--- config.mk ---
export PLATFORM = sky130hd
export DESIGN_NAME = interrupt_ack_sequencer_flat
export DESIGN_NICKNAME = d
export VERILOG_FILES = /design/src/rtl/interrupt_ack_sequencer_if.sv /design/src/rtl/interrupt_ack_sequencer.sv /design/src/flat_wrapper.sv
export SDC_FILE = /design/constraint.sdc
export NUM_CORES = 1
export LEC_CHECK = 0
export CORE_MARGIN = 4
export CORE_UTILIZATION = 49
export DETAILED_ROUTE_END_ITERATION = 8
export GPL_TIMING_DRIVEN = 0
export PLACE_DENSITY = 0.75
export REMOVE_ABC_BUFFERS = 1
export SLEW_MARGIN = 20
export SYNTH_ARGS = -nofsm -noshare
export SYNTH_HDL_FRONTEND = slang
export SYNTH_SLANG_ARGS = --single-unit
--- constraint.sdc ---
create_clock -name clk -period 3.3 [get_ports clk]
set_clock_uncertainty 0.2 [all_clocks]
set_input_delay 0.825 -clock clk [delete_from_list [all_inputs] [get_ports clk]]
set_output_delay 0.825 -clock clk [all_outputs]
set_load 0.03 [all_outputs]
--- src/rtl/interrupt_ack_sequencer_if.sv ---
// Signal bundle between the PIC acknowledge sequencer and its CPU/resolver/command environment.
// The master drives grants, INTA and EOI commands; the slave is the sequencer itself.
interface interrupt_ack_sequencer_if;
  logic       inta_n;
  logic [7:0] interrupt;
  logic [4:0] vector_base;
  logic       auto_eoi;
  logic       eoi_valid;
  logic       eoi_specific;
  logic [2:0] eoi_level;
  logic       rotate_on_eoi;
  logic       int_out;
  logic [7:0] data_out;
  logic       data_out_en;
  logic [7:0] in_service_register;
  logic [7:0] clear_irr;
  logic [2:0] priority_rotate;
  logic       ack_busy;

  modport master (
    output inta_n, interrupt, vector_base, auto_eoi, eoi_valid, eoi_specific, eoi_level,
           rotate_on_eoi,
    input  int_out, data_out, data_out_en, in_service_register, clear_irr, priority_rotate,
           ack_busy
  );

  modport slave (
    input  inta_n, interrupt, vector_base, auto_eoi, eoi_valid, eoi_specific, eoi_level,
           rotate_on_eoi,
    output int_out, data_out, data_out_en, in_service_register, clear_irr, priority_rotate,
           ack_busy
  );
endinterface

--- src/rtl/interrupt_ack_sequencer.sv ---
// CPU-facing end of the PIC: drives INT, runs the two-pulse INTA acknowledge, owns the ISR,
// returns the vector byte and handles EOI/AEOI with optional priority rotation.
module interrupt_ack_sequencer #(
  parameter int unsigned INTA_SYNC_STAGES = 2
) (
  input logic                      clk,
  input logic                      rst_n,
  interrupt_ack_sequencer_if.slave bus
);

  localparam int unsigned Stages = (INTA_SYNC_STAGES < 2) ? 2 : INTA_SYNC_STAGES;

  typedef enum logic [2:0] {StIdle, StPend, StAck1, StWait2, StAck2} state_e;

  state_e            state_q, state_d;
  logic [Stages-1:0] sync_q;
  logic              inta_prev_q;
  logic [2:0]        lvl_q, lvl_d;
  logic              spurious_q, spurious_d;
  logic              int_out_q, int_out_d;
  logic [7:0]        data_q, data_d;
  logic              data_en_q, data_en_d;
  logic [7:0]        isr_q, isr_d;
  logic [7:0]        clr_irr_q, clr_irr_d;
  logic [2:0]        rot_q, rot_d;

  logic       inta_s, inta_fall, inta_rise;
  logic [2:0] grant_lvl;
  logic [2:0] ns_lvl, ns_idx;
  logic       ns_found;
  logic [7:0] isr_set, isr_clr;

  assign inta_s    = sync_q[Stages-1];
  assign inta_fall = inta_prev_q & ~inta_s;
  assign inta_rise = ~inta_prev_q & inta_s;

  always_comb begin
    grant_lvl = 3'd0;
    for (int i = 0; i < 8; i++) begin
      if (bus.interrupt[i]) grant_lvl = 3'(i);
    end
  end

  // Non-specific EOI searches the pre-set ISR starting at the current highest-priority level.
  always_comb begin
    ns_lvl   = 3'd0;
    ns_idx   = 3'd0;
    ns_found = 1'b0;
    for (int i = 0; i < 8; i++) begin
      ns_idx = rot_q + 3'(i);
      if (!ns_found && isr_q[ns_idx]) begin
        ns_found = 1'b1;
        ns_lvl   = ns_idx;
      end
    end
  end

  always_comb begin
    state_d    = state_q;
    lvl_d      = lvl_q;
    spurious_d = spurious_q;
    int_out_d  = int_out_q;
    data_d     = data_q;
    data_en_d  = data_en_q;
    clr_irr_d  = 8'h00;
    rot_d      = rot_q;
    isr_set    = 8'h00;
    isr_clr    = 8'h00;

    if (bus.eoi_valid) begin
      if (bus.eoi_specific) begin
        isr_clr[bus.eoi_level] = 1'b1;
        if (bus.rotate_on_eoi) rot_d = bus.eoi_level + 3'd1;
      end else if (ns_found) begin
        isr_clr[ns_lvl] = 1'b1;
        if (bus.rotate_on_eoi) rot_d = ns_lvl + 3'd1;
      end
    end

    unique case (state_q)
      StIdle: begin
        if (bus.interrupt != 8'h00) begin
          state_d   = StPend;
          int_out_d = 1'b1;
        end
      end
      StPend: begin
        if (inta_fall) begin
          state_d   = StAck1;
          int_out_d = 1'b0;
          if (bus.interrupt == 8'h00) begin
            // Grant withdrawn before INTA1: answer with level 7 and leave ISR/IRR alone.
            lvl_d      = 3'd7;
            spurious_d = 1'b1;
          end else begin
            lvl_d              = grant_lvl;
            spurious_d         = 1'b0;
            isr_set[grant_lvl] = 1'b1;
            clr_irr_d[grant_lvl] = 1'b1;
          end
        end
      end
      StAck1: begin
        if (inta_rise) state_d = StWait2;
      end
      StWait2: begin
        if (inta_fall) begin
          state_d   = StAck2;
          data_d    = {bus.vector_base, lvl_q};
          data_en_d = 1'b1;
        end
      end
      StAck2: begin
        if (inta_rise) begin
          state_d   = StIdle;
          data_d    = 8'h00;
          data_en_d = 1'b0;
          if (bus.auto_eoi && !spurious_q) begin
            isr_clr[lvl_q] = 1'b1;
            if (bus.rotate_on_eoi) rot_d = lvl_q + 3'd1;
          end
        end
      end
      default: state_d = StIdle;
    endcase

    // A set in the same cycle as a clear of the same bit wins.
    isr_d = (isr_q & ~isr_clr) | isr_set;
  end

  always_ff @(posedge clk or negedge rst_n) begin
    if (!rst_n) begin
      sync_q      <= '1;
      inta_prev_q <= 1'b1;
      state_q     <= StIdle;
      lvl_q       <= 3'd0;
      spurious_q  <= 1'b0;
      int_out_q   <= 1'b0;
      data_q      <= 8'h00;
      data_en_q   <= 1'b0;
      isr_q       <= 8'h00;
      clr_irr_q   <= 8'h00;
      rot_q       <= 3'd0;
    end else begin
      sync_q      <= {sync_q[Stages-2:0], bus.inta_n};
      inta_prev_q <= inta_s;
      state_q     <= state_d;
      lvl_q       <= lvl_d;
      spurious_q  <= spurious_d;
      int_out_q   <= int_out_d;
      data_q      <= data_d;
      data_en_q   <= data_en_d;
      isr_q       <= isr_d;
      clr_irr_q   <= clr_irr_d;
      rot_q       <= rot_d;
    end
  end

  assign bus.int_out             = int_out_q;
  assign bus.data_out            = data_q;
  assign bus.data_out_en         = data_en_q;
  assign bus.in_service_register = isr_q;
  assign bus.clear_irr           = clr_irr_q;
  assign bus.priority_rotate     = rot_q;
  assign bus.ack_busy            = (state_q != StIdle);

endmodule

--- src/flat_wrapper.sv ---
// flat-port wrapper written by rule: the top's interface ports become plain ports
module interrupt_ack_sequencer_flat 
#(
  parameter int unsigned INTA_SYNC_STAGES = 2
)
  (clk, rst_n, bus_inta_n, bus_interrupt, bus_vector_base, bus_auto_eoi, bus_eoi_valid, bus_eoi_specific, bus_eoi_level, bus_rotate_on_eoi, bus_int_out, bus_data_out, bus_data_out_en, bus_in_service_register, bus_clear_irr, bus_priority_rotate, bus_ack_busy);
  interrupt_ack_sequencer_if bus_i ();
  input logic clk;
  input logic rst_n;
  input wire logic [$bits(bus_i.inta_n)-1:0] bus_inta_n;
  input wire logic [$bits(bus_i.interrupt)-1:0] bus_interrupt;
  input wire logic [$bits(bus_i.vector_base)-1:0] bus_vector_base;
  input wire logic [$bits(bus_i.auto_eoi)-1:0] bus_auto_eoi;
  input wire logic [$bits(bus_i.eoi_valid)-1:0] bus_eoi_valid;
  input wire logic [$bits(bus_i.eoi_specific)-1:0] bus_eoi_specific;
  input wire logic [$bits(bus_i.eoi_level)-1:0] bus_eoi_level;
  input wire logic [$bits(bus_i.rotate_on_eoi)-1:0] bus_rotate_on_eoi;
  output wire logic [$bits(bus_i.int_out)-1:0] bus_int_out;
  output wire logic [$bits(bus_i.data_out)-1:0] bus_data_out;
  output wire logic [$bits(bus_i.data_out_en)-1:0] bus_data_out_en;
  output wire logic [$bits(bus_i.in_service_register)-1:0] bus_in_service_register;
  output wire logic [$bits(bus_i.clear_irr)-1:0] bus_clear_irr;
  output wire logic [$bits(bus_i.priority_rotate)-1:0] bus_priority_rotate;
  output wire logic [$bits(bus_i.ack_busy)-1:0] bus_ack_busy;
  assign bus_i.inta_n = bus_inta_n;
  assign bus_i.interrupt = bus_interrupt;
  assign bus_i.vector_base = bus_vector_base;
  assign bus_i.auto_eoi = bus_auto_eoi;
  assign bus_i.eoi_valid = bus_eoi_valid;
  assign bus_i.eoi_specific = bus_eoi_specific;
  assign bus_i.eoi_level = bus_eoi_level;
  assign bus_i.rotate_on_eoi = bus_rotate_on_eoi;
  assign bus_int_out = bus_i.int_out;
  assign bus_data_out = bus_i.data_out;
  assign bus_data_out_en = bus_i.data_out_en;
  assign bus_in_service_register = bus_i.in_service_register;
  assign bus_clear_irr = bus_i.clear_irr;
  assign bus_priority_rotate = bus_i.priority_rotate;
  assign bus_ack_busy = bus_i.ack_busy;
  interrupt_ack_sequencer #(.INTA_SYNC_STAGES(INTA_SYNC_STAGES)) u_core (.clk(clk), .rst_n(rst_n), .bus(bus_i));
endmodule
Word level (Yosys, flattened, before mapping). Cells that the tools add are included. Widths: inputs -> output; s select.

Eq/ne operators: 9. Bitwise gates (word level): 8. Mux-type cells: 82. Order comparisons: 16. Reduce and logical (&&, ||, !) cells: 30. Add/subtract/negate cells: 10.

Operators by type and width (count): $mux 8 (11); $mux 3 (29); $lt 3x4->1 const B (12); $mux 1 (26); $bmux 1 s3 (8); $or 8x8->8 (2); $pmux 8 s2 (1); $pmux 3 s5 (1); $add 3x1->3 const B (4); $add 3x3->3 const B (4); $demux 1 s3 (4); $ge 3x1->1 const B (4); $logic_and 1x1->1 (12); $ne 2x1->1 const B (5); $and 8x8->8 (1); $logic_not 1->1 (8); $logic_not 8->1 (1); $not 8->8 (1); $reduce_bool 8->1 (1); $add 3x2->3 const B (2); $eq 3x2->1 const B (2); $reduce_and 3->1 (2); $reduce_and 5->1 (1); $pmux 1 s2 (2); 8 further kinds (11).

Word-level logic and storage cells: 166. Bits in registers: 39. Output and inout port bits: 30.

Logic depth before layout (Yosys ltp). Gate-level depths: netlist (run 1).

Depth after elaboration: 38. Gate-level depth with buffers: 14.

Least setup slack after synthesis (run 1). No wires, ideal clock.

Path kind: reg2reg. Start point: reg u_core.rot_q[1], in the netlist u_core.bus.priority_rotate[1]. End point: reg u_core.rot_q[2], in the netlist u_core.bus.priority_rotate[2]. Data required time: 3.030 ns. Buffers on the path: 3. Setup time: 0.070 ns. Setup slack: -0.354 ns. Stages on the path, launching flop included: 13. Period minus slack after synthesis: 3.654 ns. Arrival time: 3.384 ns. Cell sequence: dfrtp_1 buf_6 clkbuf_8 inv_1 ha_1 clkbuf_8 mux4_1 mux2i_2 o211ai_4 or3_4 a2bb2oi_2 or4b_1 nand3_1.

Cells in the longest elaborated chain, start to end: 33.

RTL lines: from (decl) (RTL line interrupt_ack_sequencer.sv:25) `logic [2:0] rot_q, rot_d;`; from (signal assigned) (RTL line interrupt_ack_sequencer.sv:155) `rot_q <= rot_d;`; parallel branches: the longest is 26 deep, another holds $add 3x1->3; $mux 3 * (RTL line interrupt_ack_sequencer.sv:74) `end else if (ns_found) begin`; $mux 3 * (RTL line interrupt_ack_sequencer.sv:71) `if (bus.eoi_specific) begin`; $mux 3 * (RTL line interrupt_ack_sequencer.sv:70) `if (bus.eoi_valid) begin`; $mux 3 (RTL line interrupt_ack_sequencer.sv:120) `if (bus.rotate_on_eoi) rot_d = lvl_q + 3'd1;`; $mux 3 (RTL line interrupt_ack_sequencer.sv:118) `if (bus.auto_eoi && !spurious_q) begin`; $mux 3 (RTL line interrupt_ack_sequencer.sv:114) `if (inta_rise) begin`; $mux 3 * (RTL line interrupt_ack_sequencer.sv:80) `unique case (state_q)`; via u_core.rot_d[2] (RTL line interrupt_ack_sequencer.sv:25).

Mark *: on every way through the listed nets, which the timed path passes. The select of a mux whose other input is x is not followed. A chain may end at the register's enable or synchronous reset.

Worst setup path after layout (run 1).
Start point: reg u_core.rot_q[1], in the netlist u_core.bus.priority_rotate[1]. End point: reg u_core.isr_q[5], in the netlist u_core.bus.in_service_register[5].

Cells in the longest elaborated chain, start to end: 38.

RTL lines: parallel branches: the longest is 28 deep, another holds $add 3x1->3; $mux 8 * (RTL line interrupt_ack_sequencer.sv:74); $mux 8 * (RTL line interrupt_ack_sequencer.sv:71); $mux 8 * (RTL line interrupt_ack_sequencer.sv:70); $or 8x8->8 (no line); $mux 8 (RTL line interrupt_ack_sequencer.sv:118); $mux 8 (RTL line interrupt_ack_sequencer.sv:114); $mux 8 * (RTL line interrupt_ack_sequencer.sv:80); $not 8->8 * (RTL line interrupt_ack_sequencer.sv:128) `isr_d = (isr_q & ~isr_clr) | isr_set;`; $and 8x8->8 * (RTL line interrupt_ack_sequencer.sv:128); $or 8x8->8 * (RTL line interrupt_ack_sequencer.sv:128); via u_core.isr_d[5] (RTL line interrupt_ack_sequencer.sv:23) `logic [7:0] isr_q, isr_d;`; to (signal assigned) (RTL line interrupt_ack_sequencer.sv:153) `isr_q <= isr_d;`; to (decl) (RTL line interrupt_ack_sequencer.sv:23).

Marked as above.

==> impl_summary.log, run 1 <==
[metrics] total power density per cell area: 1230 nW/um^2
[metrics] remaining design rule violation count: 0
[metrics] startpoint class of the critical path: register
[metrics] RSZ-0062 raised after global routing: yes
[metrics] clock slew at reported path FFs: 80 ps
[metrics] CP arrival: 3270 ps
[metrics] cell depth of the worst hold path: 0
[metrics] register-to-register setup slack: -7 ps
[metrics] chain of cells forming the critical path: clkinvlp_4, ha_4, mux4_2, mux2_4, nor3b_1, a211oi_2, a2bb2oi_4, a41oi_2, or3_1
[metrics] post-synthesis sequential area ratio: 0.318
[metrics] source-to-sink clock delay at the later pin of the worst-skew pair: 300 ps
[metrics] die boundary width: 87.3 microns
[metrics] mapped cell area: 3080 sq um
[metrics] worst hold-check path type: register to register
[metrics] share of the clock period used by the worst path after layout: 1.00
[metrics] floorplan core area: 6030 sq um
[metrics] worst-case setup margin in the final layout: -6.60 ps
[metrics] first drt pass iteration count: 6
[metrics] CTS HTree Levels: 2
[metrics] overall fraction of global-route tracks in use: 0.238
[metrics] number of rows in the core area: 28
[metrics] detailed-route wire length per cell: 19.6 microns
[metrics] Seq cells post-synth: 39
[metrics] category of the most critical setup path: register to register
[metrics] relative max-transition margin: 0.572
[metrics] Critical path buffers and inverters: 1
[metrics] clock buffer count from CTS: 5
[metrics] EDFF count, synth: 0
[metrics] leading cell type in the layout, fill and taps excluded: clkdlybuf4s50_1
[metrics] detailed-route vias per instance: 6.46
[metrics] fraction of final layout cells sized beyond drive strength 1: 0.257
[metrics] total of max-cap violations: 0
[metrics] main area contributors after synthesis: dfrtp_1 (29%), mux4_2 (5.8%), nand2_1 (5.1%), nor2_1 (4.7%), mux2i_1 (3.2%)
[metrics] height of the die: 87.3 microns
[metrics] First DRT Iteration DRCs: 316
[metrics] maximum fanout along the worst path: 6
[metrics] Main synth FF type: dfrtp_1
[metrics] Final setup violation count: 1
[metrics] kind of end point of the critical path: register
[metrics] final RePlAce weighted congestion: 0.958
[metrics] Hold Path Origin: u_core.sync_q[0]$_DFF_PN1_
[metrics] number of antenna violations at the first check in global routing: 0
[metrics] critical path's top delay family: compound AO/OA/AOI/OAI gates
[metrics] static leakage power: 1.69 nW
[metrics] n_diodes: 0
[metrics] clk sinks: 39
[metrics] Congestion Overflow GR: 0
[metrics] number of global-route vias before repair: 2856
[metrics] wirelength, routed: 9540 microns
[metrics] Reg2Reg Capture Point: u_core.bus.in_service_register[5]$_DFF_PN0_
[metrics] dominant cell type by area after synthesis: dfrtp_1
[metrics] run status: finished with violations
[metrics] clock tree from TritonCTS: done
[metrics] wire length of the first global-routing pass: 14300 microns
[metrics] pins over their slew limit: 0
[metrics] final-layout setup total negative slack: -6.60 ps
[metrics] commonest cells after routing, fill and taps aside: clkdlybuf4s50_1 (51), nand2_1 (40), nor2_1 (39)
[metrics] largest net degree at the start of global routing: 26
[metrics] Final Critical Period: 3310 ps
[metrics] launching point of the worst reg2reg path: u_core.bus.priority_rotate[1]$_DFF_PN0_
[metrics] synthesized area per cell: 9.07 sq um
[metrics] total via count after detailed routing: 3144
[metrics] transition at the pin with the smallest max-transition slack: 640 ps
[metrics] cell count after synthesis: 340
[metrics] violations in the final reports: setup timing
[metrics] number of nets at the end of the flow: 438
[metrics] effective utilization at floorplan: 0.512
[metrics] Largest stage delay, worst path: 460 ps
[metrics] required time reported for the critical path endpoint: 3270 ps
[metrics] area of the die: 7620 sq um
[metrics] final hold violation count: 0
[metrics] library cell contributing the largest single delay on the critical path: dfrtp_4
[metrics] area grow syn2layout: 35.2%
[metrics] number of placed I/O pins: 53
[metrics] number of distinct library cell variants in the gate-level netlist after synthesis: 77
[metrics] synthesis warning total: 0
[metrics] Clock Tree Root: clkbuf_8
[metrics] number of buffers between clock root and the deepest sink: 2
[metrics] Max rail drop VDD: 764 uV
[metrics] sink of the worst hold path: u_core.sync_q[1]$_DFF_PN1_
[metrics] overall power of the completed layout: 0.00514 W
[metrics] share of Yosys cell area claimed by the top area cell type: 0.292
[metrics] half-perimeter wire length after placement: 5870 microns
[metrics] maximum achievable frequency: 0.302 GHz
[metrics] quantity of I/O buffers inserted on ports: 52
[metrics] worst reg-to-reg path cell count: 9
[metrics] async set or reset register ratio after synthesis: 1.00
[metrics] count of nets left with antenna violations after detail routing: 0
## sequential cells by signal (all words and copies together) (netlist names)
name	cells
u_core.bus.int_out	1
u_core.spurious_q	1
u_core.bus.data_out_en	1
u_core.sync_q	2
u_core.bus.in_service_register	8
u_core.state_q	3
u_core.lvl_q	3
u_core.bus.data_out	8
u_core.bus.priority_rotate	3
u_core.inta_prev_q	1
u_core.bus.clear_irr	8
## report_power, final
part	internal, W	switching (W)
sequential	0.000631	0.000273
combinational	0.00181	0.00208
clock	0.000173	0.000170
total	0.00262	0.00252
## worst max path at each step
stage,start,endpoint,slack [ps],cells after the start
6_report,u_core.bus.priority_rotate[1]$_DFF_PN0_,u_core.bus.in_service_register[5]$_DFF_PN0_,-7,9
5_1_grt,u_core.bus.priority_rotate[1]$_DFF_PN0_,u_core.bus.in_service_register[5]$_DFF_PN0_,-150,9
4_1_cts,u_core.bus.priority_rotate[1]$_DFF_PN0_,u_core.bus.priority_rotate[2]$_DFF_PN0_,-60,10
3_5_place_dp,u_core.bus.priority_rotate[0]$_DFF_PN0_,u_core.bus.priority_rotate[1]$_DFF_PN0_,-1170,10
3_3_place_gp,u_core.bus.priority_rotate[0]$_DFF_PN0_,u_core.bus.in_service_register[7]$_DFF_PN0_,-1120,9
2_1_floorplan,u_core.bus.priority_rotate[0]$_DFF_PN0_,u_core.bus.priority_rotate[2]$_DFF_PN0_,-750,9
## Yosys cell counts, types with 3 or more instances
cell type and n:
o31ai_1 4, xor2_1 4, nand4_1 5, buf_6 5, o21ai_0 17, or3_1 3
nor2_1 39, dfstp_2 3, mux2i_1 10, clkbuf_1 9, nand3b_1 6, nand3_1 13
o211ai_1 7, nor3_1 9, nor2b_1 3, and2_1 3, inv_1 13, ha_1 4
a31oi_1 6, dfrtp_1 36, nand2_1 42, clkbuf_8 3, a21oi_1 13, mux4_2 8
a21o_1 4, nor3b_1 6
## cells by family after synthesis
group / after synthesis / synth area share
fa+ha+maj: 4 / 0.0162
xor+xnor: 7 / 0.0223
simple gates: 149 / 0.250
flops: 39 / 0.318
mux: 24 / 0.119
compound gates: 85 / 0.213
buf+inv: 32 / 0.0617
## layer usage
| layer | track usage | part of all wire |
|---|---|---|
| met1 | 0.320 | 0.41 |
| met2 | 0.388 | 0.48 |
| met3 | 0.0501 | 0.083 |
| met4 | 0.0656 | 0.031 |
| met5 | 0 | 0 |
## final cells by class
cell class                 count  area [sq um]
inverter                      13          52.6
clock inverter                 1          8.76
timing repair buffer          83           818
clock buffer                   7          86.3
tap                           75          93.8
multi-input combinational    269          2120
sequential                    39           991
fill                         439          1860
## timing repair
action,in CTS,in global routing
hold buffers,0,0
cloned,0,1
endpoints found under the hold margin,0,0
resized for setup,13,39
buffers inserted,12,16
setup endpoints to repair,11,11
pin swaps,2,20
## per-stage QoR
| stage | hold WS (ps) | utilization | setup slack [ps] | cell area, sq um | std cells |
|---|---|---|---|---|---|
| 3_3_place_gp | 145 | 0.590 | -1120 | 3560 | 448 |
| 4_1_cts | 166 | 0.639 | -60.6 | 3850 | 470 |
| 2_1_floorplan | 145 | - | -752 | 2940 | 321 |
| 3_5_place_dp | 154 | 0.595 | -1170 | 3580 | 450 |
| 6_report | 164 | 0.692 | -6.60 | 4170 | 487 |
| 5_1_grt | 170 | 0.692 | -153 | 4170 | 487 |
Note: power is estimated with default switching activity, not from simulation.
==> run 2: changes to the inputs <==
Settings changed: CORE_MARGIN 4 to 2.
==> run 2 against run 1 <==
- the flow still finishes with violations (setup timing)
- combinational power is 5% lower
- cell count is 0.21% lower
- clock-buffer cell count is the same
- register-to-register slack about the same
- critical endpoint is now u_core.bus.in_service_register[6]$_DFF_PN0_
- routed wire length shrank 7.1%
- sequential share of layout area up 0.53 points
- critical path depth rose by 1
- first-iteration DRC count shrank 30%
- clock power up 4%
==> impl_summary.log, run 2 (synthesis results as in run 1) <==
[metrics] fraction of final layout cells sized beyond drive strength 1: 0.238 (was 0.257)
[metrics] first drt pass iteration count: 5 (was 6)
[metrics] Post-Layout Inst Area: 4070 sq um (was 4170 sq um)
[metrics] sink of the worst hold path: u_core.sync_q[1]$_DFF_PN1_ (unchanged)
[metrics] wire length of the first global-routing pass: 14100 microns (was 14300 microns)
[metrics] height of the die: 83.3 microns (was 87.3 microns)
[metrics] static leakage power: 1.64 nW (was 1.69 nW)
[metrics] cell depth of the worst hold path: 0 (unchanged)
[metrics] clock tree from TritonCTS: done (unchanged)
[metrics] number of global-route vias before repair: 2849 (was 2856)
[metrics] wirelength, routed: 8860 microns (was 9540 microns)
[metrics] flip-flop and latch area: 988 sq um (was 991 sq um)
[metrics] chain of cells forming the critical path: buf_6, mux2_1, or3_2, a311oi_2, o31a_1, o211ai_1, a32oi_2, buf_6, nand4_1, a41o_1 (was clkinvlp_4, ha_4, mux4_2, mux2_4, nor3b_1, a211oi_2, a2bb2oi_4, a41oi_2, or3_1)
[metrics] overall power of the completed layout: 0.00493 W (was 0.00514 W)
[metrics] library cell contributing the largest single delay on the critical path: or3_2 (was dfrtp_4)
[metrics] launching point of the worst reg2reg path: u_core.bus.priority_rotate[1]$_DFF_PN0_ (unchanged)
[metrics] largest net degree at the start of global routing: 22 (was 26)
[metrics] number of antenna violations at the first check in global routing: 0 (unchanged)
[metrics] Largest stage delay, worst path: 510 ps (was 460 ps)
[metrics] run status: finished with violations (unchanged)
[metrics] detailed-route wire length per cell: 18.2 microns (was 19.6 microns)
[metrics] worst reg-to-reg path cell count: 10 (was 9)
[metrics] Clock Tree Root: clkbuf_8 (unchanged)
[metrics] maximum fanout along the worst path: 6 (unchanged)
[metrics] Final Critical Period: 3320 ps (was 3310 ps)
[metrics] clock buffer count from CTS: 5 (unchanged)
[metrics] n_diodes: 0 (unchanged)
[metrics] clock slew at reported path FFs: 80 ps (about the same)
[metrics] area of the die: 6940 sq um (was 7620 sq um)
[metrics] source-to-sink clock delay at the later pin of the worst-skew pair: 290 ps (was 300 ps)
[metrics] detailed-route vias per instance: 6.30 (was 6.46)
[metrics] Reg2Reg Capture Point: u_core.bus.in_service_register[6]$_DFF_PN0_ (was u_core.bus.in_service_register[5]$_DFF_PN0_)
[metrics] final-layout setup total negative slack: -38.0 ps (was -6.60 ps)
[metrics] area grow syn2layout: 31.9% (was 35.2%)
[metrics] category of the most critical setup path: register to register (unchanged)
[metrics] kind of end point of the critical path: register (unchanged)
[metrics] total of max-cap violations: 0 (unchanged)
[metrics] relative max-transition margin: 0.582 (was 0.572)
[metrics] Congestion Overflow GR: 0 (unchanged)
[metrics] cell occurring most often along the worst timing path: buf_6
[metrics] First DRT Iteration DRCs: 222 (was 316)
[metrics] count of nets left with antenna violations after detail routing: 0 (unchanged)
[metrics] violations in the final reports: setup timing (unchanged)
[metrics] die boundary width: 83.3 microns (was 87.3 microns)
[metrics] startpoint class of the critical path: register (unchanged)
[metrics] CTS HTree Levels: 2 (unchanged)
[metrics] floorplan core area: 5990 sq um (was 6030 sq um)
[metrics] final hold violation count: 0 (unchanged)
[metrics] number of nets at the end of the flow: 437 (was 438)
[metrics] clk sinks: 39 (unchanged)
[metrics] number of placed I/O pins: 53 (unchanged)
[metrics] worst hold-check path type: register to register (unchanged)
[metrics] Hold Path Origin: u_core.sync_q[0]$_DFF_PN1_ (unchanged)
[metrics] overall fraction of global-route tracks in use: 0.249 (was 0.238)
[metrics] number of buffers added to fix hold violations after cts: 0 (unchanged)
[metrics] Critical path origin: u_core.bus.priority_rotate[1]$_DFF_PN0_ (unchanged)
[metrics] final RePlAce weighted congestion: 0.911 (was 0.958)
[metrics] RSZ-0062 raised after global routing: yes (unchanged)
[metrics] effective utilization at floorplan: 0.515 (was 0.512)
[metrics] transition at the pin with the smallest max-transition slack: 624 ps (was 640 ps)
[metrics] hold slack: 160 ps (was 164 ps)
[metrics] share of the clock period used by the worst path after layout: 1.01 (was 1.00)
[metrics] pins over their slew limit: 0 (unchanged)
[metrics] Final setup violation count: 3 (was 1)
[metrics] footprint of the multi-input gates: 2050 sq um (was 2120 sq um)
[metrics] Max rail drop VDD: 664 uV (was 764 uV)
[metrics] CP arrival: 3310 ps (was 3270 ps)
[metrics] number of buffers between clock root and the deepest sink: 2 (unchanged)
[metrics] maximum achievable frequency: 0.301 GHz (was 0.302 GHz)
[metrics] register-to-register setup slack: -20 ps (was -7 ps)
[metrics] required time reported for the critical path endpoint: 3290 ps (was 3270 ps)
[metrics] quantity of I/O buffers inserted on ports: 52 (unchanged)
[metrics] worst-case setup margin in the final layout: -20.5 ps (was -6.60 ps)
[metrics] commonest cells after routing, fill and taps aside: clkdlybuf4s50_1 (51), nand2_1 (40), nor2_1 (38) (was clkdlybuf4s50_1 (51), nand2_1 (40), nor2_1 (39))
[metrics] leading cell type in the layout, fill and taps excluded: clkdlybuf4s50_1 (unchanged)
[metrics] total power density per cell area: 1210 nW/um^2 (was 1230 nW/um^2)
[metrics] remaining design rule violation count: 0 (unchanged)
[metrics] half-perimeter wire length after placement: 5900 microns (was 5870 microns)
[metrics] total via count after detailed routing: 3062 (was 3144)
[metrics] worst setup slack before clock tree synthesis: -1240 ps (was -1170 ps)
[metrics] Placed Instance Area: 3590 sq um (was 3580 sq um)
[metrics] filler cell count in the final layout: 464 (was 439)
[metrics] number of rows in the core area: 28 (unchanged)
==> run 2: through the flow <==
step | utilization | cells
after floorplan | - | 321
after global placement | 0.594 | 448
after detailed placement | 0.599 | 450
after CTS | 0.643 | 469
after global routing | 0.679 | 486
final | 0.679 | 486
==> run 2: worst max-delay path by stage <==
stage                                                              to  slack, ps  cells past startpoint
final                     u_core.bus.in_service_register[6]$_DFF_PN0_        -20                     10
after global routing          u_core.bus.priority_rotate[2]$_DFF_PN0_       -110                     10
after CTS                     u_core.bus.priority_rotate[2]$_DFF_PN0_          3                      9
after detailed placement  u_core.bus.in_service_register[7]$_DFF_PN0_      -1240                      9
after global placement    u_core.bus.in_service_register[7]$_DFF_PN0_      -1140                      9
after floorplan               u_core.bus.priority_rotate[2]$_DFF_PN0_       -750                      9
==> run 2: area by class of cell <==
cell class,instances,area share
Clock buffer,7,0.0212
Clock inverter,1,0.00215
Inverter,13,0.0138
Multi-Input combinational cell,269,0.505
Sequential cell,39,0.243
Tap cell,75,0.0231
Timing Repair Buffer,82,0.192
==> run 2: per-layer routing <==
metal | wire, microns | global-route usage | part of all wire
met5 | 0 | 0 | 0
met2 | 4210 | 0.397 | 0.47
met4 | 162 | 0.0760 | 0.018
met1 | 3940 | 0.346 | 0.44
met3 | 556 | 0.0437 | 0.063
==> run 2: report_power, final <==
| part | total [W] | internal, W | switching, W |
|---|---|---|---|
| Clock | 0.000354 | 0.000173 | 0.000181 |
| Combinational | 0.00369 | 0.00173 | 0.00196 |
| Sequential | 0.000893 | 0.000628 | 0.000265 |
| Total | 0.00493 | 0.00253 | 0.00240 |
==> run 2: what timing repair did <==
action                                  4_1_cts  5_1_grt
gates resized for setup                      18       20
endpoints found under the setup margin       11       11
gates cloned                                  0        0
setup buffers                                11       17
pin swaps                                     2       11
==> run 2: worst max-delay path, delay by kind of cell, from the launching register on <==
kind            cells  cell delay, ps
simple gates        2             600
buf+inv             2             300
flops               1             500
mux                 1             320
compound gates      5            1300
==> run 3: changes to the inputs <==
Settings changed: SKIP_CTS_REPAIR_TIMING from default to 1.
==> run 3 against run 2 <==
- the flow still finishes with violations (setup timing)
- largest cell class unchanged
- register-to-register slack gained 20 ps
- highest routed layer unchanged
- first-iteration DRC count shrank 20%
- clock-buffer cell count is the same
- sequential power grew 1%
- cell count shrank 0.62%
- worst setup slack gained 19 ps
- routed wire length shrank 0.95%
- power shrank 0.97%
- combinational power shrank 2%
==> impl_summary.log, run 3 (synthesis results as in run 1) <==
[metrics] run status: finished with violations (unchanged)
[metrics] area of the die: 6940 sq um (unchanged)
[metrics] detailed-route vias per instance: 6.32 (was 6.30)
[metrics] first drt pass iteration count: 4 (was 5)
[metrics] total via count after detailed routing: 3054 (was 3062)
[metrics] clock buffer count from CTS: 5 (unchanged)
[metrics] number of buffers between clock root and the deepest sink: 2 (unchanged)
[metrics] cell total after placement: 450 (unchanged)
[metrics] static leakage power: 1.64 nW (about the same)
[metrics] fraction of power spent switching nets: 0.490 (was 0.487)
[metrics] Final Critical Period: 3300 ps (was 3320 ps)
[metrics] share of the clock period used by the worst path after layout: 1.00 (was 1.01)
[metrics] relative max-transition margin: 0.582 (about the same)
[metrics] total of max-cap violations: 0 (unchanged)
[metrics] final RePlAce weighted congestion: 0.911 (unchanged)
[metrics] non-filler instance count after layout: 483 (was 486)
[metrics] startpoint class of the critical path: register (unchanged)
[metrics] number of placed I/O pins: 53 (unchanged)
[metrics] Clock Tree Root: clkbuf_8 (unchanged)
[metrics] half-perimeter wire length after placement: 5900 microns (unchanged)
[metrics] overall power of the completed layout: 0.00489 W (was 0.00493 W)
[metrics] number of antenna violations at the first check in global routing: 0 (unchanged)
[metrics] clk sinks: 39 (unchanged)
[metrics] die boundary width: 83.3 microns (unchanged)
[metrics] worst hold-check path type: register to register (unchanged)
[metrics] clock share of power: 0.072 (about the same)
[metrics] number of rows in the core area: 28 (unchanged)
[metrics] Final setup violation count: 1 (was 3)
[metrics] final hold violation count: 0 (unchanged)
[metrics] area grow syn2layout: 31.9% (about the same)
[metrics] effective utilization at floorplan: 0.515 (unchanged)
[metrics] required time reported for the critical path endpoint: 3280 ps (was 3290 ps)
[metrics] Sequential Power Share: 0.185 (was 0.181)
[metrics] kind of end point of the critical path: register (unchanged)
[metrics] clock slew at reported path FFs: 80 ps (about the same)
[metrics] transition at the pin with the smallest max-transition slack: 623 ps (was 624 ps)
[metrics] hold slack: 160 ps (about the same)
[metrics] Max rail drop VDD: 667 uV (was 664 uV)
[metrics] quantity of I/O buffers inserted on ports: 52 (unchanged)
[metrics] commonest cells after routing, fill and taps aside: clkdlybuf4s50_1 (51), nand2_1 (41), nor2_1 (39) (was clkdlybuf4s50_1 (51), nand2_1 (40), nor2_1 (38))
[metrics] Congestion Overflow GR: 0 (unchanged)
[metrics] remaining design rule violation count: 0 (unchanged)
[metrics] CTS HTree Levels: 2 (unchanged)
[metrics] worst-case setup margin in the final layout: -1.48 ps (was -20.5 ps)
[metrics] n_diodes: 0 (unchanged)
[metrics] floorplan core area: 5990 sq um (unchanged)
[metrics] leading cell type in the layout, fill and taps excluded: clkdlybuf4s50_1 (unchanged)
[metrics] count of nets left with antenna violations after detail routing: 0 (unchanged)
[metrics] cell-internal power: 0.00249 W (was 0.00253 W)
[metrics] wire length of the first global-routing pass: 13500 microns (was 14100 microns)
[metrics] First DRT Iteration DRCs: 178 (was 222)
[metrics] wirelength, routed: 8780 microns (was 8860 microns)
[metrics] number of nets at the end of the flow: 434 (was 437)
[metrics] maximum achievable frequency: 0.303 GHz (was 0.301 GHz)
[metrics] category of the most critical setup path: register to register (unchanged)
[metrics] RSZ-0062 raised after global routing: yes (unchanged)
[metrics] violations in the final reports: setup timing (unchanged)
[metrics] maximum fanout along the worst path: 8 (was 6)
[metrics] total power density per cell area: 1200 nW/um^2 (was 1210 nW/um^2)
[metrics] Switch Pwr: 0.00239 W (was 0.00240 W)
[metrics] Gate power share: 0.743 (was 0.747)
[metrics] fraction of final layout cells sized beyond drive strength 1: 0.228 (was 0.238)
[metrics] clock tree from TritonCTS: done (unchanged)
[metrics] source-to-sink clock delay at the later pin of the worst-skew pair: 290 ps (about the same)
[metrics] overall fraction of global-route tracks in use: 0.237 (was 0.249)
[metrics] final-layout setup total negative slack: -1.48 ps (was -38.0 ps)
[metrics] largest net degree at the start of global routing: 29 (was 22)
[metrics] worst setup slack before clock tree synthesis: -1240 ps (unchanged)
[metrics] pins over their slew limit: 0 (unchanged)
[metrics] height of the die: 83.3 microns (unchanged)
[metrics] CP arrival: 3280 ps (was 3310 ps)
[metrics] number of global-route vias before repair: 2724 (was 2849)
[metrics] detailed-route wire length per cell: 18.2 microns (about the same)
==> run 3: through the flow <==
| stage | util | cell area [sq um] |
|---|---|---|
| 2_1_floorplan | - | 2940 |
| 3_5_place_dp | 0.599 | 3590 |
| 5_1_grt | 0.679 | 4070 |
| 3_3_place_gp | 0.594 | 3560 |
| 6_report | 0.679 | 4070 |
| 4_1_cts | 0.615 | 3690 |
==> run 3: worst max-delay path: stages (launching register included) <==
cell and delay, ps:
dfrtp_4 510, clkinvlp_4 160, ha_4 340, mux4_2 380
mux2i_4 270, o211ai_4 180, or3_4 400, o2bb2ai_4 210
a41oi_1 150, or3_1 360
==> run 3: per-layer routing <==
layer | global-route usage | vias to the layer above | share of wire
met5 | 0 | - | 0
li1 | - | 1400 | -
met4 | 0.0551 | 0 | 0.019
met3 | 0.0437 | 19 | 0.067
met2 | 0.382 | 124 | 0.48
met1 | 0.333 | 1511 | 0.43
==> run 3: power by group through the flow <==
| stage | sequential, W | combinational [W] | clock, W |
|---|---|---|---|
| 4_1_cts | 0.000939 | 0.00273 | 0.000360 |
| 6_report | 0.000904 | 0.00363 | 0.000350 |
| 5_1_grt | 0.000919 | 0.00388 | 0.000378 |
| 3_3_place_gp | 0.000936 | 0.00267 | 0 |
| 2_1_floorplan | 0.00107 | 0.00182 | 0 |
| 3_5_place_dp | 0.000947 | 0.00272 | 0 |
==> run 3: cell type report <==
| type | count | area, sq um |
|---|---|---|
| Multi-Input combinational cell | 269 | 2070 |
| Inverter | 13 | 56.3 |
| Fill cell | 467 | 1930 |
| Clock inverter | 1 | 8.76 |
| Sequential cell | 39 | 988 |
| Clock buffer | 7 | 86.3 |
| Timing Repair Buffer | 79 | 761 |
| Tap cell | 75 | 93.8 |
==> run 3: final timing paths <==
check                                                              from                                     endpoint  slack (ps)  cells after the start
worst min register to register               u_core.sync_q[0]$_DFF_PN1_                   u_core.sync_q[1]$_DFF_PN1_         160                      0
max in group asynchronous                                         rst_n                 u_core.inta_prev_q$_DFF_PN1_        2070                      2
min in group asynchronous                                         rst_n  u_core.bus.in_service_register[3]$_DFF_PN0_         280                      1
worst max-delay path            u_core.bus.priority_rotate[0]$_DFF_PN0_  u_core.bus.in_service_register[7]$_DFF_PN0_          -1                      9
worst min-delay path                         u_core.sync_q[0]$_DFF_PN1_                   u_core.sync_q[1]$_DFF_PN1_         160                      0
worst max register to register  u_core.bus.priority_rotate[0]$_DFF_PN0_  u_core.bus.in_service_register[7]$_DFF_PN0_          -1                      9
==> RTL change 1: new RTL, config.mk and constraints of run 2 <==
The 5 states of `state_e` get a one-hot encoding in 5 bits.
--- a/src/rtl/interrupt_ack_sequencer.sv
+++ b/src/rtl/interrupt_ack_sequencer.sv
@@ -12,3 +12,3 @@
 
-  typedef enum logic [2:0] {StIdle, StPend, StAck1, StWait2, StAck2} state_e;
+  typedef enum logic [4:0] {StIdle = 5'b00001, StPend = 5'b00010, StAck1 = 5'b00100, StWait2 = 5'b01000, StAck2 = 5'b10000} state_e;
 
Check against the original RTL: no difference found for any inputs over 4 cycles, from zero or initial values and one cycle with rst_n low; so few cycles prove little.
==> RTL change 1 against run 2 <==
The run still ends with setup timing left. Non-clock buffer count fell by 12. Setup slack lost 0.085 ns. Sequential cell count is 2 higher. Die area is 1.9% higher. Highest routed layer unchanged. Critical path type unchanged. Synthesized cell count stayed put. Area after synthesis grew 2.0%. Final area is 0.15% higher. Hold slack got worse by 0.0035 ns. Global-route usage fell by 0.52 points. Wire length fell by 2.3%. Power is 25% lower.
==> RTL change 1: results <==
group,metric,value,unit
finish,layoutNonFillerInstCount,480,
finish,multi_input_gates,262,
timing,slew_headroom,42.9,%
status,violations,"setup timing",
finish,nNonClkBuffers,70,
drt,wl,8660,um
drt,vias,3035,
synthesis,yosysSeqAreaShare,32.8,%
placement,place_inst,455,
finish,final_cell_area,4070,um2
power_and_ir_drop,p_leak,1.59,nW
setup_path,cp_data_arrival_time,3.45,ns
timing,setup_viol,9,
finish,nets,429,
finish,filler_cell_count,501,
power_and_ir_drop,p_per_area,913,nW/um2
finish,layout-drive-gt1-share,20.1,%
timing,tns,-0.512,ns
synthesis,ys_types,68,
finish,seq_share,25.5,%
global_routing,met2_usage,38.7,%
power_and_ir_drop,p_sw_share,45.9,%
placement,gp_congestion,0.903,
finish,buf_share,16.8,%
power_and_ir_drop,power_frac_clock,11.4,%
power_and_ir_drop,irDropWorstVdd,555,uV
status,outcome,"finished with violations",
global_routing,grt_pass1_vias,2814,
synthesis,synth_area_leaders,"dfrtp_1 29%, mux4_2 7.2%, nor2_1 5.5%",
synthesis,avgSynthCellArea,9.25,um2
drt,drt-initial-drc-count,285,
finish,multi_input_area,2050,um2
setup_path,rr_endpoint,"u_core.bus.in_service_register[1]$_DFF_PN0_",
timing,holdWs,0.157,ns
synthesis,ys_ff_latch,41,
global_routing,gr-usage-all-layers,24.3,%
placement,dpl-instance-area,3690,um2
synthesis,yosys-top-cells-count,"46 x nor2_1, 37 x dfrtp_1, 33 x o21ai_0",
timing,worst_slack,-0.105,ns
floorplan,core_area,6280,um2
global_routing,grt_pass1_wl,14000,um
-- RTL change 1: critical path, cell delays in order, from the launching register on --
cell	delay [ns]
dfrtp_4	0.55
inv_4	0.09
ha_4	0.20
clkinvlp_4	0.09
mux4_2	0.55
a32oi_4	0.46
nor3_2	0.12
o41ai_4	0.36
buf_4	0.21
nor2_1	0.06
a311oi_1	0.31
or3_1	0.14
-- RTL change 1: cells by family after synthesis --
group | count (synthesis) | share of synthesized area (%)
buffers and inverters | 37 | 5.49
AOI/OAI and AO/OA | 93 | 20.9
and+or+nand+nor | 129 | 21.2
adders and majority gates | 4 | 1.59
muxes | 29 | 15.6
DFF | 41 | 32.8
xor gates and xnor gates | 7 | 2.43
-- RTL change 1: repair_timing --
item                                    4_1_cts  5_1_grt
pin swaps                                     8        5
gates resized for setup                      24       11
setup buffers                                10        7
endpoints found under the setup margin       11       11
-- RTL change 1: layer usage --
layer  wire length [um]  vias up
met5                  0        -
met4                244        0
met3                713       36
met2               4080      153
met1               3630     1454
li1                   -     1392
==> RTL change 2: new RTL, settings of run 2 <==
Made on the original files. `INTA_SYNC_STAGES` is set to 2 in 2 places; all go to 4.
--- a/src/rtl/interrupt_ack_sequencer.sv
+++ b/src/rtl/interrupt_ack_sequencer.sv
@@ -3,3 +3,3 @@
 module interrupt_ack_sequencer #(
-  parameter int unsigned INTA_SYNC_STAGES = 2
+  parameter int unsigned INTA_SYNC_STAGES = 4
 ) (
--- a/src/flat_wrapper.sv
+++ b/src/flat_wrapper.sv
@@ -3,3 +3,3 @@
 #(
-  parameter int unsigned INTA_SYNC_STAGES = 2
+  parameter int unsigned INTA_SYNC_STAGES = 4
 )
Function: changed (Yosys sat finds a counterexample within 4 cycles, from zero or initial values and one cycle with rst_n low).
==> RTL change 2 against run 2 <==
The run still ends with setup timing left. Final area decreased by 3.5%. Clock power increased by 20%. Power decreased by 2.4%. Sequential power decreased by 1%. Count of clock-buffer cells in the layout unchanged. Sequential cell count increased by 2. Setup slack got worse by 0.068 ns. Area after synthesis decreased by 4.4%. Wire length decreased by 3.7%. Largest cell class unchanged. Largest power group unchanged. Highest routed layer unchanged.
==> RTL change 2: results <==
group,metric,value,unit
finish,seq_cell_count,41,
setup_path,cp_max_fo,5,
timing,max_slew.worst_pin.slew,1.05,ns
synthesis,ys_types,61,
timing,min_period,3.39,ns
finish,buf_share,17.6,%
placement,dp_hpwl,5820,um
setup_path,cp_data_arrival_time,3.38,ns
cts,cts_max_level,2,
status,violations,"setup timing",
power_and_ir_drop,p_leak,1.59,nW
synthesis,yosysSeqAreaShare,35.0,%
setup_path,crit_slowest_cell,"mux4_2",
drt,avgRoutedWirePerCell,18.7,um
setup_path,critical_path.top_delay_family,"simple AND/OR/NAND/NOR gates",
floorplan,core_area,5850,um2
global_routing,grt_pass1_wl,13400,um
setup_path,max_stage_delay,0.53,ns
finish,filler_cell_count,474,
finish,layoutNonFillerInstCount,456,
synthesis,yosys-top-cells-count,"39 x nand2_1, 36 x dfrtp_1, 32 x nor2_1",
synthesis,synth_area_leaders,"dfrtp_1 31%, mux4_2 9.2%, nand2_1 5.0%",
power_and_ir_drop,irDropWorstVdd,869,uV
finish,multi_input_area,1940,um2
synthesis,yosys.area_share.adder,1.70,%
placement,dpl-instance-area,3520,um2
status,outcome,"finished with violations",
finish,multi_input_gates,248,
timing,worst_slack,-0.0889,ns
drt,viasPerCell,6.32,
finish,seq_share,26.5,%
finish,nNonClkBuffers,73,
synthesis,synth_xor_xnor_area_share,2.38,%
finish,nets,407,
finish,layout-drive-gt1-share,22.6,%
placement,gp_congestion,0.867,
timing,setup_viol,8,
synthesis,avgSynthCellArea,9.44,um2
global_routing,grt_max_degree,25,
setup_path,cp-endpoint,"u_core.bus.in_service_register[2]$_DFF_PN0_",
-- RTL change 2: cell types whose count changed after synthesis, sizes merged, moves of 4 or more --
cell / run 2 / this run
o21ai: 19 / 14
nor3b: 6 / 2
nor2: 39 / 33
o211ai: 8 / 4
nor4: 2 / 7
-- RTL change 2: power by group through the flow --
stage	Clock (mW)	Sequential, mW	Combinational, mW
after floorplan	0	1.06	1.76
after detailed placement	0	0.930	2.63
after global placement	0	0.923	2.56
final	0.424	0.882	3.51
after CTS	0.428	0.868	3.22
after global routing	0.447	0.900	3.71
-- RTL change 2: per-layer routing --
layer  share of wire [%]  global-route usage, %
met2                  53                   47.5
met3                 5.3                   4.07
met1                  39                   30.9
met5                   0                      0
met4                 3.3                   14.1
-- RTL change 2: timing repair --
action	in CTS	in global routing
pin swaps	11	8
gates cloned	1	1
resized for setup	20	13
hold buffers	0	0
buffers inserted	16	3
setup endpoints to repair	11	11
